===== src/rtl/fir_tdm_filter.sv =====
// Time-multiplexed FIR: one signed MAC walks TAPS coefficients per accepted sample,
// with a circular delay line, a writable coefficient bank and valid/ready on both sides.
module fir_tdm_filter #(
  parameter int DATA_W    = 16,
  parameter int COEFF_W   = 16,
  parameter int TAPS      = 32,
  parameter int OUT_SHIFT = 15
) (
  input  logic                      clk,
  input  logic                      rst_n,
  input  logic                      in_valid,
  output logic                      in_ready,
  input  logic signed [DATA_W-1:0]  in_sample,
  output logic                      out_valid,
  input  logic                      out_ready,
  output logic signed [DATA_W-1:0]  out_data,
  input  logic                      coeff_we,
  input  logic [$clog2(TAPS)-1:0]   coeff_addr,
  input  logic signed [COEFF_W-1:0] coeff_wdata,
  output logic                      busy
);
  localparam int AW    = $clog2(TAPS);
  localparam int PW    = DATA_W + COEFF_W;
  localparam int ACC_W = PW + $clog2(TAPS);
  localparam logic signed [ACC_W-1:0] SAT_MAX = ACC_W'({(DATA_W-1){1'b1}});
  localparam logic signed [ACC_W-1:0] SAT_MIN = ~SAT_MAX;

  typedef enum logic [1:0] {IDLE, MAC, OUT} state_t;

  state_t                    state;
  logic [AW-1:0]             wp, idx, rd_ptr;
  logic signed [DATA_W-1:0]  dline [TAPS];
  logic signed [COEFF_W-1:0] coeff [TAPS];
  logic signed [ACC_W-1:0]   acc, acc_nxt, acc_sh;
  logic signed [PW-1:0]      prod;
  logic signed [DATA_W-1:0]  sat_out;
  logic                      accept, last;

  assign busy   = (state != IDLE);
  assign accept = in_ready & in_valid;
  assign last   = (idx == AW'(TAPS - 1));

  // (wp - idx) mod TAPS, computed one bit wider so non-power-of-two TAPS wraps correctly
  always_comb begin
    if (idx > wp) rd_ptr = AW'({1'b0, wp} + (AW+1)'(TAPS) - {1'b0, idx});
    else          rd_ptr = wp - idx;
  end

  assign prod    = PW'(dline[rd_ptr]) * PW'(coeff[idx]);
  assign acc_nxt = acc + ACC_W'(prod);
  assign acc_sh  = acc_nxt >>> OUT_SHIFT;

  always_comb begin
    if (acc_sh > SAT_MAX)      sat_out = {1'b0, {(DATA_W-1){1'b1}}};
    else if (acc_sh < SAT_MIN) sat_out = {1'b1, {(DATA_W-1){1'b0}}};
    else                       sat_out = acc_sh[DATA_W-1:0];
  end

  always_ff @(posedge clk or negedge rst_n) begin
    if (!rst_n) begin
      state     <= IDLE;
      in_ready  <= 1'b0;
      out_valid <= 1'b0;
      out_data  <= '0;
      wp        <= '0;
      idx       <= '0;
      acc       <= '0;
      for (int i = 0; i < TAPS; i++) begin
        dline[i] <= '0;
        coeff[i] <= '0;
      end
    end else begin
      // coefficient bank is only writable while idle; the new value is seen by a same-edge accept
      if (state == IDLE && coeff_we) coeff[coeff_addr] <= coeff_wdata;
      case (state)
        IDLE: begin
          in_ready <= ~accept;
          if (accept) begin
            dline[wp] <= in_sample;
            acc       <= '0;
            idx       <= '0;
            state     <= MAC;
          end
        end
        MAC: begin
          acc <= acc_nxt;
          idx <= idx + AW'(1);
          if (last) begin
            out_data  <= sat_out;
            out_valid <= 1'b1;
            wp        <= (wp == AW'(TAPS - 1)) ? '0 : wp + AW'(1);
            state     <= OUT;
          end
        end
        OUT: begin
          if (out_ready) begin
            out_valid <= 1'b0;
            in_ready  <= 1'b1;
            state     <= IDLE;
          end
        end
        default: state <= IDLE;
      endcase
    end
  end
endmodule


===== config.mk =====
export PLATFORM = sky130hd
export DESIGN_NAME = fir_tdm_filter
export DESIGN_NICKNAME = d
export VERILOG_FILES = /design/src/rtl/fir_tdm_filter.sv
export SDC_FILE = /design/constraint.sdc
export NUM_CORES = 2
export LEC_CHECK = 0
export ABC_AREA = 1
export ABC_CLOCK_PERIOD_IN_PS = 11600
export BUFFER_PORTS_ARGS = -buffer_cell sky130_fd_sc_hd__buf_4
export CAP_MARGIN = 15
export CORE_MARGIN = 10
export CORE_UTILIZATION = 45
export CTS_CLUSTER_DIAMETER = 60
export DETAILED_ROUTE_END_ITERATION = 8
export GPL_ROUTABILITY_DRIVEN = 0
export PLACE_DENSITY = 0.62
export SLEW_MARGIN = 10
export SYNTH_ARGS = -nofsm -noshare
export SYNTH_HDL_FRONTEND = slang
export SYNTH_SLANG_ARGS = --single-unit

===== constraint.sdc =====
create_clock -name clk -period 11.6 [get_ports clk]
set_clock_uncertainty 0.05 [all_clocks]
set_input_delay 2.9 -clock clk [delete_from_list [all_inputs] [get_ports clk]]
set_output_delay 2.9 -clock clk [all_outputs]
set_load 0.02 [all_outputs]

* Word level (Yosys, flattened, before mapping)
Index checks and enable logic that the tools add are counted.
Widths: inputs -> output; s select.
** Storage, ports and cells
- Latch bits :: 0
- Bits in writable memories :: 0
- Output and inout port bits :: 19
- Memories :: 0
- Memory bits (read-only) :: 0
- Bits in registers :: 1091
- Word-level logic and storage cells :: 143
** Operators by class
- $add $sub $neg :: 6
- Bitwise gates (word level) :: 6
- Div/mod/pow operators :: 0
- Multiplexer cells :: 29
- Multipliers :: 1
- Eq/ne operators :: 7
- Order comparisons :: 9
- Shifts and indexed selects :: 0
- Reduce and logical (&&, ||, !) cells :: 14
** Operators with widths (number)
- $bwmux 512 :: 2
- $bmux 16 s5 :: 2
- $demux 16 s5 :: 2
- $mux 16 :: 8
- $pmux 37 s2 :: 1
- $add 37x32->37 :: 1
- $mux 37 :: 1
- $mul 16x16->32 :: 1
- $ge 6x6->1 const B :: 4
- $not 5->6 :: 4
- $gt 22x16->1 const B :: 1
- $lt 22x16->1 const B :: 1
- $add 5x1->5 const B :: 3
- $mux 5 :: 3
- $lt 6x1->1 const B :: 2
- $eq 5x5->1 const B :: 2
- $pmux 5 s2 :: 1
- $sub 5x5->5 :: 2
- $reduce_and 2->1 :: 4
- $reduce_bool 2->1 :: 4
- $mux 2 :: 3
- $ne 2x2->1 const B :: 3
- $pmux 2 s3 :: 1
- $reduce_and 3->1 :: 2
- other kinds (9) :: 14

* Logic depth before layout (Yosys ltp)
- Word-level depth :: 12
- Depth in mapped cells :: 47
- Gate-level depth less buffers :: 43

* Worst setup path before layout
No wires, ideal clock.
- Path type :: register to register
- Start point :: reg idx[2]
- End point :: reg out_data[0]
- Clock period less this slack :: 8.215 ns
- Path buffers :: 6
- Data arrival time :: 8.045 ns
- Cell stages (with the launch flop) :: 38
- Setup time :: 0.121 ns
- Path slack :: 3.385 ns
- Path through :: dfrtp_1 > buf_2 > inv_2 > clkbuf_1 > clkbuf_1 > ha_1 > xnor2_1 > buf_2 > nand2_1 > nand3_1 > nand3_2 > nand2_2 > clkbuf_1 > nor2_1 > fa_1 > fa_1 > inv_1 > fa_1 > [2 not listed] > inv_1 > fa_1 > fa_1 > inv_1 > ha_1 > inv_1 > o21ai_0 > a21oi_1 > nand2_1 > a21oi_1 > nand2_1 > nand2_1 > nand2_1 > nor2_1 > nand3_1 > a21oi_4 > buf_6 > a21oi_2
** On the way
- Longest elaborated chain between the ends :: 11
- Elaborated cells between the ends (all ways) :: 20
** RTL lines
- from (decl) :: RTL line 31 : logic [AW-1:0] wp, idx, rd_ptr;
- from (signal assigned) :: RTL line 87 : idx <= idx + AW'(1);
- $sub 5x5->5 (tied with other cells) :: RTL line 46 : else rd_ptr = wp - idx;
- $mux 5 :: RTL line 45 : if (idx > wp) rd_ptr = AW'({1'b0, wp} + (AW+1)'(TAPS) - {1'b0, idx});
- $not 5->6 (not written as such) :: RTL line 49 : assign prod = PW'(dline[rd_ptr]) * PW'(coeff[idx]);
- $bmux 16 s5 :: RTL line 49
- $mux 16 (not written as such) (2 in series) :: RTL line 49
- $mul 16x16->32 :: RTL line 49
- $add 37x32->37 :: RTL line 50 : assign acc_nxt = acc + ACC_W'(prod);
- $lt 22x16->1 :: RTL line 55 : else if (acc_sh < SAT_MIN) sat_out = {1'b1, {(DATA_W-1){1'b0}}};
- $mux 16 :: RTL line 55
- $mux 16 :: RTL line 54 : if (acc_sh > SAT_MAX) sat_out = {1'b0, {(DATA_W-1){1'b1}}};
- to (signal assigned) :: RTL line 89 : out_data <= sat_out;
- to (decl) :: RTL line 16 : output logic signed [DATA_W-1:0] out_data,
Parallel ways exist; a longest one is shown, timed or not. The select of a mux whose other input is x is not followed.
A chain may end at the register's enable or synchronous reset.

* Final worst setup path
- Start point :: reg wp[0]
- End point :: reg out_data[9]
** On the way
- Longest elaborated chain between the ends :: 12
- Elaborated cells between the ends (all ways) :: 15
** RTL lines
- from (decl) :: RTL line 31
- from (signal assigned) :: RTL line 91 : wp <= (wp == AW'(TAPS - 1)) ? '0 : wp + AW'(1);
- $add 5x1->5 :: RTL line 45
- $sub 5x5->5 :: RTL line 45
- $mux 5 * :: RTL line 45
- $not 5->6 (not written as such) * :: RTL line 49
- $bmux 16 s5 * :: RTL line 49
- $mux 16 (not written as such) * (2 in series) :: RTL line 49
- $mul 16x16->32 * :: RTL line 49
- $add 37x32->37 * :: RTL line 50
- $lt 22x16->1 :: RTL line 55
- $mux 16 :: RTL line 55
- $mux 16 * :: RTL line 54
Mark *: on every way between the ends. The rest lies on a longest branch, timed or not. The select of a mux whose other input is x is not followed.

==> results.sh <==
export IMPL_status="finished clean"
export IMPL_rows=135
export IMPL_start_kind="flip-flop"
export IMPL_viasPerCell=5.568
export IMPL_yosys_warnings=0
export IMPL_fin_crit_sh_pct=87.62
export IMPL_antenna_found_initial=4
export IMPL_rrSetupSlack_ns=1.44
export IMPL_ant_nets=0
export IMPL_clkTransAtPathRegs_ns=0.06
export IMPL_grt_pass1_vias=49588
export IMPL_relSlewSlack_pct=18.45
export IMPL_n_fill_cell=12982
export IMPL_slowest_stage="fa_4"
export IMPL_report_final_slew_viol_count=0
export IMPL_tightestPinTransition_ns=1.220
export IMPL_die_area_mm2=0.1510
export IMPL_die_h_um=388.6
export IMPL_cp_common_cell="fa_1"
export IMPL_synth_area_per_cell_um2=8.324
export IMPL_required_ns=12.14
export IMPL_synth_top_area_cell="dfrtp_1"
export IMPL_maxCapViolCount=0
export IMPL_min_period_ns=10.16
export IMPL_syn_to_final_growth_pct=9.821
export IMPL_first_iter_violations=4385
export IMPL_cts_setup_buffers=0
export IMPL_reg2regPathDepth=34
export IMPL_synth_area_mm2=0.06115
export IMPL_layout_commonest_cell="nand2_1"
export IMPL_crit_type="reg -> reg"
export IMPL_fin_util_pct=49.64
export IMPL_r2r_end="out_data[9]"
export IMPL_htreeDepth=3
export IMPL_setup_viol=0
export IMPL_detail_route_wl_per_cell_um=20.61
export IMPL_final_nets=7626
export IMPL_multi_input_area_mm2=0.02932
export IMPL_cts_tree="yes"
export IMPL_grt_overflow_total=0
export IMPL_synth_nets=7828
export IMPL_cts_buffer_depth=3
export IMPL_num_vias=50197
export IMPL_mostFrequentLayoutCells="1918 x nand2_1, 1333 x o21ai_0, 1088 x dfrtp_1, 622 x inv_1, 486 x nor2_1"
export IMPL_synthTopCellsByArea="dfrtp_1 45%, nand2_1 12%, o21ai_0 11%"
export IMPL_seqCellArea_mm2=0.02731
export IMPL_clock_sinks=1091
export IMPL_cp_startpoint="wp[0]"
export IMPL_routed_wl_um=185800
export IMPL_core_area_mm2=0.1353
export IMPL_clock_latency_ns=0.77
export IMPL_fmax_mhz=98.38
export IMPL_slowest_delay_ns=0.68
export IMPL_grt_pass1_wl_um=294500
export IMPL_cts_inserted_buffers=119
export IMPL_io_buffers=60
export IMPL_final_hold_viol_count=0
export IMPL_detail_route_first_pass_iterations=6
export IMPL_reg2reg_from="wp[0]"
export IMPL_grt_util_all_layers_pct=24.48
export IMPL_synth_seq_cells=1091
export IMPL_cts_resized=0
export IMPL_yosysSeqAreaShare_pct=44.64
export IMPL_ys_types=49
export IMPL_cts_hold_buf=0
export IMPL_cp_buffers_inverters=7
export IMPL_setup_tns_ns=0
export IMPL_cts_root_buf="clkbuf_16"
export IMPL_synth_top_area_share_pct=44.64
export IMPL_crit_path_end_kind="flip-flop"
export IMPL_start_util_pct=45.20
export IMPL_hold_path_class="reg -> reg"
export IMPL_drive_gt1_share_pct=6.596
export IMPL_fp_dieW_um=388.6
export IMPL_drc_errors=0
export IMPL_crit_end="out_data[9]"
export IMPL_synthCells=7347
export IMPL_critPathTopFamily="adder cells"
export IMPL_rsz0062_at_grt="no"
export IMPL_dp_hpwl_um=118700
export IMPL_grt_max_degree=168
export IMPL_whs_ns=0.4257
export IMPL_crit_arrival_ns=10.71
export IMPL_io_pins=61
export IMPL_cp_depth=34
export IMPL_worst_path_max_fanout=59
## synth_stat cells (all sizes together)
cell       n
o21bai    21
inv      642
xor2      16
a22oi     45
and3       1
ha       119
nor3      30
a32o      40
xnor2     13
nand2   1926
o21ai   1345
fa       320
o31ai      3
nand3    163
nor2     493
o211ai    29
a21oi    336
o221ai    12
nand4     13
nor3b      1
clkbuf   364
a32oi      7
o311ai     8
buf      157
nor4       4
a31oi      2
a22o      21
clkinv     7
o22ai     96
dfrtp   1091
nand3b     1
a21o       1
or2       20
## per-layer routing
layer	track usage, %	vias up	wire length (um)
li1	-	23372	-
met1	33.63	24756	80040
met2	38.98	1737	85130
met3	4.352	328	13910
met4	8.379	4	6690
met5	0	-	21
## final cells by class
| cell class | count | share of cell area (%) |
|---|---|---|
| well taps | 1781 | 3.318 |
| flip-flops and latches | 1091 | 40.66 |
| inverters | 649 | 3.653 |
| multi-input cells | 5086 | 43.65 |
| diodes | 2 | 0.007452 |
| clock inverters | 36 | 0.7881 |
| clock buffers | 172 | 5.118 |
| repair buffers | 198 | 2.796 |
## per-stage QoR
step,std cells,area [um2],setup WS [ns]
2_1_floorplan,7347,61150,3.385
3_3_place_gp,8788,62820,1.565
3_5_place_dp,8788,62830,1.627
4_1_cts,8996,66790,1.546
5_1_grt,9013,67150,0.9160
6_report,9015,67160,1.436
## cells by family (layout without fill, tap and decap cells)
kind of cell | after synthesis | after routing | share of synthesized area [%]
AOI/OAI and AO/OA | 1966 | 1966 | 17.49
xor gates and xnor gates | 29 | 29 | 0.4644
adders and majority gates | 439 | 439 | 12.91
buffers and inverters | 1170 | 1055 | 7.589
DFF | 1091 | 1091 | 44.64
other | 0 | 2 | 0
and+or+nand+nor | 2652 | 2652 | 16.91
## worst min path at each step
stage	startpoint	end	slack (ns)	depth (start not counted)
finish	coeff[228]	coeff[228]	0.43	2
global route	coeff[196]	coeff[196]	0.45	2
CTS	coeff[39]	coeff[39]	0.43	2
detailed placement	coeff[481]	coeff[481]	0.42	2
global placement	coeff[46]	coeff[46]	0.41	2
floorplan	coeff[151]	coeff[151]	0.40	2
## sequential cells by signal, indices dropped and copies added, names as in the netlist
register,count
idx,5
dline,512
wp,5
in_ready,1
acc,37
coeff,512
out_data,16
state,2
out_valid,1
## worst reg2reg max path: cells and delay by family (launching register included)
kind	cells	cell delay (ns)
AND/OR/NAND/NOR	12	2.30
AO/OA/AOI/OAI	6	1.56
flip-flops	1	0.41
adder cells (fa/ha/maj)	9	4.24
buffers and inverters	7	1.46
Power is left out: the tool's default activity adds up to more than one toggle a clock period on the data nets, which glitch-free logic cannot reach.
